File: src/rtl/control_pkg.sv
// Shared types and constants for the tt_um_control_block front end and its consumers.
package control_pkg;

  localparam int unsigned FRAME_BITS = 16;
  localparam int unsigned DATA_W     = 8;
  localparam int unsigned CNT_W      = 5;
  localparam int unsigned OVERRUN    = FRAME_BITS + 1;

  localparam int unsigned REG_EN_OUT  = 0;
  localparam int unsigned REG_EN_UIO  = 1;
  localparam int unsigned REG_PWM_OUT = 2;
  localparam int unsigned REG_PWM_UIO = 3;
  localparam int unsigned REG_DUTY    = 4;

  typedef enum logic {
    IDLE = 1'b0,
    RECV = 1'b1
  } state_e;

endpackage

File: src/rtl/sync_edge.sv
// Multi-stage synchroniser for one asynchronous pin, with a history flop so
// rise/fall events can be decoded as single-cycle pulses.
module sync_edge #(
  parameter int unsigned STAGES  = 2,
  parameter logic        RST_VAL = 1'b0
) (
  input  logic clk,
  input  logic rst_n,
  input  logic i_async,
  output logic o_level,
  output logic o_rise_c,
  output logic o_fall_c
);

  logic [STAGES-1:0] r_sync;
  logic              r_prev;

  always_ff @(posedge clk or negedge rst_n) begin
    if (!rst_n) begin
      r_sync <= {STAGES{RST_VAL}};
      r_prev <= RST_VAL;
    end else begin
      r_sync <= STAGES'({r_sync, i_async});
      r_prev <= r_sync[STAGES-1];
    end
  end

  assign o_level  = r_sync[STAGES-1];
  assign o_rise_c =  r_sync[STAGES-1] & ~r_prev;
  assign o_fall_c = ~r_sync[STAGES-1] &  r_prev;

endmodule

File: src/rtl/spi_reg_slave.sv
// SPI mode-0 write-only slave: oversamples SCLK/COPI/nCS in the system clock
// domain, deserialises 16-bit frames and commits them to an 8-bit register bank.
module spi_reg_slave
  import control_pkg::*;
#(
  parameter int unsigned NUM_REGS    = 5,
  parameter int unsigned ADDR_W      = 7,
  parameter int unsigned SYNC_STAGES = 2
) (
  input  logic                       clk,
  input  logic                       rst_n,
  input  logic                       spi_sclk,
  input  logic                       spi_copi,
  input  logic                       spi_ncs,
  output logic [8*NUM_REGS-1:0]      regs,
  output logic                       wr_strobe,
  output logic [ADDR_W-1:0]          wr_addr,
  output logic [DATA_W-1:0]          wr_data,
  output logic                       frame_err
);

  localparam int unsigned SETTLE_W = $clog2(SYNC_STAGES + 1);

  logic w_sclk_rise, w_sclk_fall_unused, w_sclk_level_unused;
  logic w_copi, w_copi_rise_unused, w_copi_fall_unused;
  logic w_ncs_level, w_ncs_rise, w_ncs_fall;

  sync_edge #(.STAGES(SYNC_STAGES), .RST_VAL(1'b0)) u_sync_sclk (
    .clk      (clk),
    .rst_n    (rst_n),
    .i_async  (spi_sclk),
    .o_level  (w_sclk_level_unused),
    .o_rise_c (w_sclk_rise),
    .o_fall_c (w_sclk_fall_unused)
  );

  sync_edge #(.STAGES(SYNC_STAGES), .RST_VAL(1'b0)) u_sync_copi (
    .clk      (clk),
    .rst_n    (rst_n),
    .i_async  (spi_copi),
    .o_level  (w_copi),
    .o_rise_c (w_copi_rise_unused),
    .o_fall_c (w_copi_fall_unused)
  );

  sync_edge #(.STAGES(SYNC_STAGES), .RST_VAL(1'b1)) u_sync_ncs (
    .clk      (clk),
    .rst_n    (rst_n),
    .i_async  (spi_ncs),
    .o_level  (w_ncs_level),
    .o_rise_c (w_ncs_rise),
    .o_fall_c (w_ncs_fall)
  );

  state_e                             r_state;
  logic [CNT_W-1:0]                   r_bit_cnt;
  logic [FRAME_BITS-1:0]              r_shift;
  logic [NUM_REGS-1:0][DATA_W-1:0]    r_bank;
  logic [SETTLE_W-1:0]                r_settle;
  logic                               r_armed;

  logic [ADDR_W-1:0] w_addr;
  logic [DATA_W-1:0] w_data;
  logic              w_frame_ok;

  assign w_addr     = r_shift[FRAME_BITS-2 -: ADDR_W];
  assign w_data     = r_shift[DATA_W-1:0];
  assign w_frame_ok = (r_bit_cnt == CNT_W'(FRAME_BITS)) && r_shift[FRAME_BITS-1]
                      && (32'(w_addr) < NUM_REGS);
  assign regs       = r_bank;

  // Only a fall seen after nCS has genuinely been high opens a frame; this
  // keeps a reset released with nCS held low from starting mid-frame.
  always_ff @(posedge clk or negedge rst_n) begin
    if (!rst_n) begin
      r_state   <= IDLE;
      r_bit_cnt <= '0;
      r_shift   <= '0;
      r_bank    <= '0;
      r_settle  <= '0;
      r_armed   <= 1'b0;
      wr_strobe <= 1'b0;
      wr_addr   <= '0;
      wr_data   <= '0;
      frame_err <= 1'b0;
    end else begin
      wr_strobe <= 1'b0;
      if (r_settle != SETTLE_W'(SYNC_STAGES)) begin
        r_settle <= r_settle + SETTLE_W'(1);
      end else if (w_ncs_level) begin
        r_armed <= 1'b1;
      end
      case (r_state)
        IDLE: begin
          if (w_ncs_fall && r_armed) begin
            r_state   <= RECV;
            r_bit_cnt <= '0;
            r_shift   <= '0;
          end
        end
        RECV: begin
          if (w_ncs_rise) begin
            r_state <= IDLE;
            if (w_frame_ok) begin
              for (int unsigned i = 0; i < NUM_REGS; i++) begin
                if (w_addr == ADDR_W'(i)) r_bank[i] <= w_data;
              end
              wr_strobe <= 1'b1;
              wr_addr   <= w_addr;
              wr_data   <= w_data;
            end else if (r_bit_cnt != '0) begin
              frame_err <= 1'b1;
            end
          end else if (w_sclk_rise) begin
            r_shift <= {r_shift[FRAME_BITS-2:0], w_copi};
            if (r_bit_cnt != CNT_W'(OVERRUN)) r_bit_cnt <= r_bit_cnt + CNT_W'(1);
          end
        end
        default: r_state <= IDLE;
      endcase
    end
  end

endmodule

File: config.mk
export PLATFORM = sky130hd
export DESIGN_NAME = spi_reg_slave
export DESIGN_NICKNAME = d
export VERILOG_FILES = /design/src/rtl/control_pkg.sv /design/src/rtl/sync_edge.sv /design/src/rtl/spi_reg_slave.sv
export SDC_FILE = /design/constraint.sdc
export NUM_CORES = 1
export LEC_CHECK = 0
export CAP_MARGIN = 10
export CORE_ASPECT_RATIO = 1.75
export CORE_MARGIN = 5
export CORE_UTILIZATION = 56
export DETAILED_ROUTE_END_ITERATION = 6
export HOLD_SLACK_MARGIN = 0.1
export MAX_ROUTING_LAYER = met4
export PLACE_DENSITY = 0.85
export SYNTH_ARGS = -nofsm -noshare
export SYNTH_HDL_FRONTEND = slang
export SYNTH_SLANG_ARGS = --single-unit
File: constraint.sdc
create_clock -name clk -period 4 [get_ports clk]
set_clock_uncertainty 0.1 [all_clocks]
set_input_delay 0.8 -clock clk [delete_from_list [all_inputs] [get_ports clk]]
set_output_delay 0.8 -clock clk [all_outputs]
set_load 0.02 [all_outputs]
[After elaboration in Yosys (flattened, before gate mapping)]
Cells that the tools add are included.
Word-level totals
  bits of input ports: 5
  register bits: 90
  output and inout bits: 57
  word-level logic and storage cells: 72
Cells by class
  muxes and demuxes: 15
  $lt $le $gt $ge: 1
  bitwise gates (word level): 9
  equality and inequality tests: 11
  $add $sub $neg: 2
  reductions and logical operators: 15
Operator list (count)
  16-bit 2-to-1 mux: 3
  16-bit case mux with 2 select lines: 1
  4-bit AND reduction: 7
  5-bit 2-to-1 mux: 4
  7-bit by 2-bit equality test with 1-bit output, second input constant: 2
  5-bit case mux with 2 select lines: 1
  7-bit by 1-bit equality test with 1-bit output, second input constant: 1
  7-bit by 3-bit equality test with 1-bit output, second input constant: 1
  7-bit logical NOT: 1
  7-bit by 3-bit less-than comparator with 1-bit output, second input constant: 1
  2-bit != test, second input constant: 3
  1-bit inverter: 6
  3-bit AND reduction: 2
  5-bit by 1-bit adder with 5-bit output, second input constant: 1
  5-bit equality test, second input constant: 1
  1-bit 2-to-1 mux: 5
  5-bit != test, second input constant: 1
  5-bit nonzero test: 1
  2-bit by 1-bit != test with 1-bit output, second input constant: 2
  1-bit AND: 3
  1-bit logical AND: 3
  2-bit by 1-bit adder with 2-bit output, second input constant: 1
  1-bit case mux with 2 select lines: 1
  2-bit AND reduction: 1

[Longest topological paths before layout]
Gate-level depths: netlist of the first run.
  word-level depth: 6
  mapped depth: 7

[By module]
Synthesis of the first run repeated with hierarchy kept, for this count alone.
Second synthesis, totals
  cell total of the unflattened synthesis: 234
  area, all modules: 3504.6 µm²
By module, submodules not included
  spi_reg_slave: cells an instance 219, sequential area each 2052.0 µm², times used 1, area an instance 3230.6 µm²
  sync_edge (u_sync_copi ...): cells an instance 5, sequential area each 75.1 µm², times used 2, area an instance 90.1 µm²
  sync_edge (u_sync_ncs): cells an instance 5, sequential area each 78.8 µm², times used 1, area an instance 93.8 µm²

[Worst setup path after synthesis of the first run]
No wires, ideal clock.
  path type: register to register
  from: reg r_bit_cnt[0]
  to: reg wr_addr[0]
  slack: 1427 ps
  cell stages (with the launch flop): 8
  library setup time: 125 ps
  data arrival time: 2349 ps
  period minus slack after synthesis: 2573 ps
  cells stage by stage: dfrtp_1 > inv_1 > ha_1 > or3b_4 > or3_2 > nor3_2 > buf_4 > mux2_2
Between the ends
  word-level cells in the longest chain between the ends: 4
RTL lines
  from (decl): line spi_reg_slave.sv:56  | logic [CNT_W-1:0] r_bit_cnt;
  from (signal assigned): line spi_reg_slave.sv:116  | if (r_bit_cnt != CNT_W'(OVERRUN)) r_bit_cnt <= r_bit_cnt + CNT_W'(1);
  5-bit equality test: line spi_reg_slave.sv:68  | assign w_frame_ok = (r_bit_cnt == CNT_W'(FRAME_BITS)) && r_shift[FRAME_BITS-1]
  1-bit logical AND: line spi_reg_slave.sv:68
  1-bit logical AND: line spi_reg_slave.sv:69  | && (32'(w_addr) < NUM_REGS);
  3-bit AND reduction (no line)
  to (signal assigned): line spi_reg_slave.sv:109  | wr_addr <= w_addr;
  to (decl): line spi_reg_slave.sv:17  | output logic [ADDR_W-1:0] wr_addr,
No other way between the ends.
A chain may end at the register's enable or synchronous reset.

[Final worst setup path of the first run]
  from: reg r_bit_cnt[0]
  to: reg r_bank (netlist bit regs[1])
Between the ends
  word-level cells in the longest chain between the ends: 4
RTL lines
  5-bit equality test: line spi_reg_slave.sv:68
  1-bit logical AND: line spi_reg_slave.sv:68
  1-bit logical AND: line spi_reg_slave.sv:69
  4-bit AND reduction (no line)
  to (signal, indexed assignment): line spi_reg_slave.sv:106  | if (w_addr == ADDR_W'(i)) r_bank[i] <= w_data;
  to (decl): line spi_reg_slave.sv:58  | logic [NUM_REGS-1:0][DATA_W-1:0] r_bank;
No other way between the ends.

==> impl_metrics.tcl, run 1 <==
set metrics [dict create \
    status "finished clean" \
    max_freq_mhz 356 \
    whs_ns 0.261 \
    drtIter0Drc 124 \
    yosys.area.top_type "dfrtp_1" \
    die-area_mm2 0.00811 \
    vias_per_cell 5.42 \
    cts_sinks 90 \
    fin_crit_ns 2.81 \
    synth_common_cells "87 x dfrtp_1, 43 x mux2_2, 36 x nand2_1" \
    cp-start-kind "flop" \
    hold_viol_final 0 \
    regArea_mm2 0.00226 \
    maxSlewHeadroom_pct 28.2 \
    port_buffers 61 \
    firstDrtPassIters 4 \
    cts.path.max_buffers 2 \
    setup_tns_ns 0 \
    die_h_um 115 \
    grt_pass1_vias 2337 \
    multi_input_area_mm2 0.00123 \
    tightest_slew_ns 1.08 \
    cts_setup_buffers 0 \
    grt_remaining_overflow 0 \
    ant_nets 0 \
    fp-row-count 38 \
    synth.top_cell.area_share_pct 61.2 \
    crit_path_end_kind "flop" \
    rsz0062_at_grt "no" \
    die_x_um 70.3 \
    p_leak_nw 2.06 \
    antenna_found_initial 0 \
    htreeDepth 3 \
    synth.area.top_cells "dfrtp_1 61%, mux2_2 14%, nand2_1 3.8%, mux2_4 3.4%, o21ai_0 2.7%" \
    clockRootBuffer "clkbuf_8" \
    synth_cell_types 36 \
    grt_max_degree 91 \
    ir_worst_vdd_uv 310 \
    syn_area_mm2 0.00356 \
    routabilityCongestion 0.799 \
    synth_top_flop_cell "dfrtp_1" \
    crit_required_ns 4.15 \
    cts_tree "built" \
    synth_area_per_cell_um2 13.6 \
    antennaDiodeCount 0 \
    vias 2222 \
    clkTransAtPathRegs_ns 0.08 \
    detailed_place_hpwl_um 4970 \
    ctsResizeCount 0 \
    ys_seq_area_share_pct 63.4 \
    setup_viol_count_final 0 \
    max_cap_violations 0 \
    final.period_utilization_pct 70.3 \
    grt_pass1_wl_um 11600 \
    min_path_type "flop to flop" \
    nets 334 \
    synthArstFlopShare_pct 100 \
    synth_seq_cells 90 \
    critPathArrivalTime_ns 2.96 \
    crit_path_max_fanout 8 \
    fill_cells 429 \
    drt-total-wl_um 7000 \
    syn_inst 262 \
    wl_per_cell_um 17.1 \
    insertion_delay_ns 0.37 \
    holdPathStages 0 \
    drc 0 \
    fp.coreArea_mm2 0.00618 \
    synth_edf_count 0 \
    hold_buffers 0 \
    synth.most_common_cell "dfrtp_1" \
    drive_above_1_share_pct 24.2 \
    drv_slew 0 \
    grtUsageTotal_pct 19.4 \
    path_class "flop to flop" \
    synth-warning-count 0 \
    power.density_mw_per_mm2 403 \
    synth_fp_nets 271 \
    start_util_pct 57.6 \
    worstRegToRegCells 6 \
    cts_buffers 9 \
    io_pins 62 \
    area_growth_pct 25.2 \
]
-- power breakdown --
| group | internal [W] | switching (W) | leakage, nW |
|---|---|---|---|
| registers | 0.000942 | 0.0000532 | 1.21 |
| logic | 0.0000571 | 0.0000786 | 0.744 |
| clock network | 0.000350 | 0.000314 | 0.105 |
| total | 0.00135 | 0.000446 | 2.06 |
-- path summary, 6_finish.rpt --
path,start,to,slack (ns)
worst max-delay path,r_bit_cnt[0]$_DFFE_PN0P_,regs[1]$_DFFE_PN0P_,1.19
worst min-delay path,u_sync_sclk.r_sync[0]$_DFF_PN0_,u_sync_sclk.r_sync[1]$_DFF_PN0_,0.26
worst max register to register,r_bit_cnt[0]$_DFFE_PN0P_,regs[1]$_DFFE_PN0P_,1.19
worst min register to register,u_sync_sclk.r_sync[0]$_DFF_PN0_,u_sync_sclk.r_sync[1]$_DFF_PN0_,0.26
max in group asynchronous,rst_n,r_bit_cnt[1]$_DFFE_PN0P_,2.59
min in group asynchronous,rst_n,wr_data[1]$_DFFE_PN0P_,0.54
-- sequential cells by signal, indices dropped and copies added, names as in the netlist --
signal and flops:
r_shift 16, r_state 1, frame_err 1, wr_data 8, u_sync_copi.r_sync 2, wr_strobe 1
u_sync_sclk.r_sync 2, u_sync_ncs.r_sync 2, r_armed 1, r_bit_cnt 5, u_sync_sclk.r_prev 1, r_settle 2
regs 40, wr_addr 7, u_sync_ncs.r_prev 1
-- critical path, cell delays in order, from the launching register on --
cell	delay [ns]
dfrtp_1	0.42
inv_1	0.11
ha_1	0.15
or3b_4	0.39
or4_4	0.59
or3_1	0.56
mux2_4	0.38
-- per-layer routing --
layer  up-vias  track usage [%]  routed length, um
met2        45             34.0               4010
met1      1138             20.9               2590
li1       1027                -                  -
met4         0             7.29                119
met3        12             5.03                281
met5         -                -                  0
-- cell type report --
class	instances	area share, %
inverter	6	0.506
sequential	90	50.6
tap	80	2.25
timing repair buffer	63	14.0
multi-input combinational	155	27.7
clock inverter	7	2.11
clock buffer	9	2.78
-- cells in the final DEF, fill, tap and decap left out, types with 3 or more instances in the layout --
cell / count
nor2_1: 3
nand3_1: 3
o21ai_0: 19
ha_1: 4
clkbuf_8: 9
dfrtp_1: 87
clkdlybuf4s50_1: 60
or3_1: 5
nand2_1: 36
nor2b_1: 5
dfstp_2: 3
inv_1: 6
mux2i_1: 3
mux2_4: 8
mux2_2: 43
buf_4: 3
-- kinds of logic after synthesis --
family	share of synthesized area [%]
AOI/OAI and AO/OA	4.08
buffers and inverters	2.11
adders and majority gates	1.41
xor gates and xnor gates	0.246
and+or+nand+nor	10.9
muxes	17.8
DFF	63.4
-- through the flow --
stage	utilization, %	total power [W]	area, um2	worst slack [ns]	std cells
final	72.1	0.00180	4450	1.19	410
after global routing	72.1	0.00188	4450	1.12	410
after CTS	72.1	0.00182	4450	1.19	410
after detailed placement	68.5	0.00115	4240	1.20	394
after global placement	68.5	0.00114	4240	1.28	394
after floorplan	-	0.00109	3560	1.43	262
(Power assumes the default switching activity.)
==> inputs of run 2 (changes only) <==
- CORE_UTILIZATION: 56 -> 47
- PLACE_DENSITY: 0.85 -> 0.76
- clock period: 4 -> 2.5 ns (I/O delays scaled with it)
==> run 2 against run 1 <==
  * Setup slack worse by 1.2 ns
  * Design area up 6.1%
  * Critical path depth up 2
  * First-iteration DRC count down 33%
  * Wire length about the same
  * Sequential cell count unchanged
  * Fmax up 14%
  * Clock power up 91%
  * Sequential power up 59%
  * Utilization down 8.8 points
  * Critical path type unchanged
  * Critical endpoint is now wr_data[0]$_DFFE_PN0P_
  * Largest cell class unchanged
  * Largest power group unchanged
==> impl_metrics.tcl, run 2 (synthesis gave the netlist of run 1 again) <==
set metrics [dict create \
    worstRegToRegCells 8 \
    grt_remaining_overflow 0 \
    io_pins 62 \
    switching_share_pct 23.0 \
    clockPowerShare_pct 39.9 \
    layout_commonest_cell "dfrtp_1" \
    drive_above_1_share_pct 28.1 \
    htreeDepth 3 \
    pwr-share-comb_pct 10.4 \
    routabilityCongestion 0.828 \
    crit_path_end_kind "flop" \
    area_growth_pct 32.8 \
    crit_path_max_fanout 5 \
    crit_required_ns 2.61 \
    final_cells 437 \
    status "finished clean" \
    max_freq_mhz 406 \
    wl_per_cell_um 16.0 \
    cp_top_family "simple AND/OR/NAND/NOR gates" \
    crit_cells 8 \
    detailed_place_hpwl_um 4950 \
    power.density_mw_per_mm2 672 \
    drt-total-wl_um 7010 \
    critPathArrivalTime_ns 2.58 \
    tightest_slew_ns 0.562 \
    ir_worst_vdd_uv 606 \
    setup_viol_count_final 0 \
    antenna_found_initial 0 \
    cts.path.max_buffers 2 \
    drc 0 \
    cts_buffers 9 \
    final.period_utilization_pct 98.6 \
    firstDrtPassIters 4 \
    maxSlewHeadroom_pct 62.6 \
    hold_viol_final 0 \
    max_cap_violations 0 \
    clkTransAtPathRegs_ns 0.06 \
    final_cell_mix "87 x dfrtp_1, 60 x clkdlybuf4s50_1, 43 x mux2_2" \
    cp_cell_sequence "inv_2, ha_1, or3b_4, buf_4, or3_4, nor3_4, buf_6, mux2_2" \
    grt_pass1_wl_um 11500 \
    slowest_delay_ns 0.40 \
    antennaDiodeCount 0 \
    drtIter0Drc 83 \
    seqPwrFrac_pct 49.7 \
    port_buffers 61 \
    p_int_w 0.00245 \
    die-area_mm2 0.00948 \
    power_switching_w 0.000730 \
    fp.coreArea_mm2 0.00746 \
    cp-start-kind "flop" \
    clockRootBuffer "clkbuf_16" \
    min_path_type "flop to flop" \
    ant_nets 0 \
    start_util_pct 47.7 \
    vias 2237 \
    die_x_um 75.8 \
    cts_tree "built" \
    grtUsageTotal_pct 16.6 \
    grt_max_degree 48 \
    setup_ws_ns 0.0346 \
    fp-row-count 42 \
    grt_pass1_vias 2300 \
    p_leak_nw 2.20 \
    vias_per_cell 5.12 \
    pre_cts_ws_ns -0.00559 \
    die_h_um 125 \
    insertion_delay_ns 0.33 \
    nets 353 \
    cts_sinks 90 \
    placed_cells 416 \
    holdPathStages 0 \
    critPathBufInv 3 \
    path_class "flop to flop" \
    critPathSlowestCell "dfrtp_1" \
    drv_slew 0 \
    largest_reg_flops 40 \
    fin_crit_ns 2.47 \
]
run 2: stage by stage:
step / TNS (ns) / power [W] / instance area (um2) / hold WS (ns) / utilization [%]
6_report: 0 / 0.00317 / 4720 / 0.252 / 63.3
3_5_place_dp: -0.0230 / 0.00188 / 4390 / 0.240 / 58.8
5_1_grt: -0.414 / 0.00333 / 4720 / 0.262 / 63.3
3_3_place_gp: 0 / 0.00187 / 4390 / 0.232 / 58.8
2_1_floorplan: 0 / 0.00174 / 3570 / 0.104 / -
4_1_cts: -0.0289 / 0.00316 / 4680 / 0.254 / 62.7
run 2: final timing paths:
kind                                                 start                              end  slack [ns]
max                               r_bit_cnt[0]$_DFFE_PN0P_           wr_data[0]$_DFFE_PN0P_        0.03
min                        u_sync_copi.r_sync[0]$_DFF_PN0_  u_sync_copi.r_sync[1]$_DFF_PN0_        0.25
max in group asynchronous                            rst_n   u_sync_ncs.r_sync[0]$_DFF_PN1_        1.00
min reg2reg                u_sync_copi.r_sync[0]$_DFF_PN0_  u_sync_copi.r_sync[1]$_DFF_PN0_        0.25
max reg2reg                       r_bit_cnt[0]$_DFFE_PN0P_           wr_data[0]$_DFFE_PN0P_        0.03
min in group asynchronous                            rst_n              regs[9]$_DFFE_PN0P_        0.60
run 2: per-layer routing:
layer / global-route usage (%) / vias to the layer above / part of all wire (%)
met2: 26.4 / 42 / 55
met4: 7.21 / 0 / 3.1
met3: 4.10 / 13 / 3.7
li1: - / 1068 / -
met1: 19.3 / 1114 / 39
met5: - / - / 0
run 2: power by group through the flow:
stage | sequential [W] | clock (W) | combinational [W]
after global routing | 0.00159 | 0.00137 | 0.000374
after floorplan | 0.00159 | 0 | 0.000153
after detailed placement | 0.00160 | 0 | 0.000279
after CTS | 0.00158 | 0.00130 | 0.000281
final | 0.00158 | 0.00127 | 0.000330
after global placement | 0.00160 | 0 | 0.000270
run 2: layout make-up:
| class | count | area (um2) |
|---|---|---|
| inverter | 6 | 22.5 |
| tap | 88 | 110 |
| timing repair buffer | 82 | 805 |
| fill | 567 | 2740 |
| clock buffer | 12 | 236 |
| clock inverter | 4 | 45.0 |
| sequential | 90 | 2260 |
| multi-input combinational | 155 | 1250 |
run 2: worst reg2reg max path, stage by stage, from the launching register on:
cell and delay (ns):
dfrtp_1 0.40, inv_2 0.08, ha_1 0.14, or3b_4 0.37, buf_4 0.15, or3_4 0.39, nor3_4 0.21, buf_6 0.17
mux2_2 0.34
run 2: timing repair:
item	CTS	global route
buffers inserted	0	4
endpoints found under the setup margin	13	43
hold endpoints to repair	43	0
cloned	0	1
gates resized for setup	1	7
hold buffers	1	0
pin swaps	0	2
==> inputs of run 3 (changes only) <==
- SLEW_MARGIN: not set -> 10
==> results of run 3 <==
No change in the layout: final DEF, timing and power equal those of run 2.
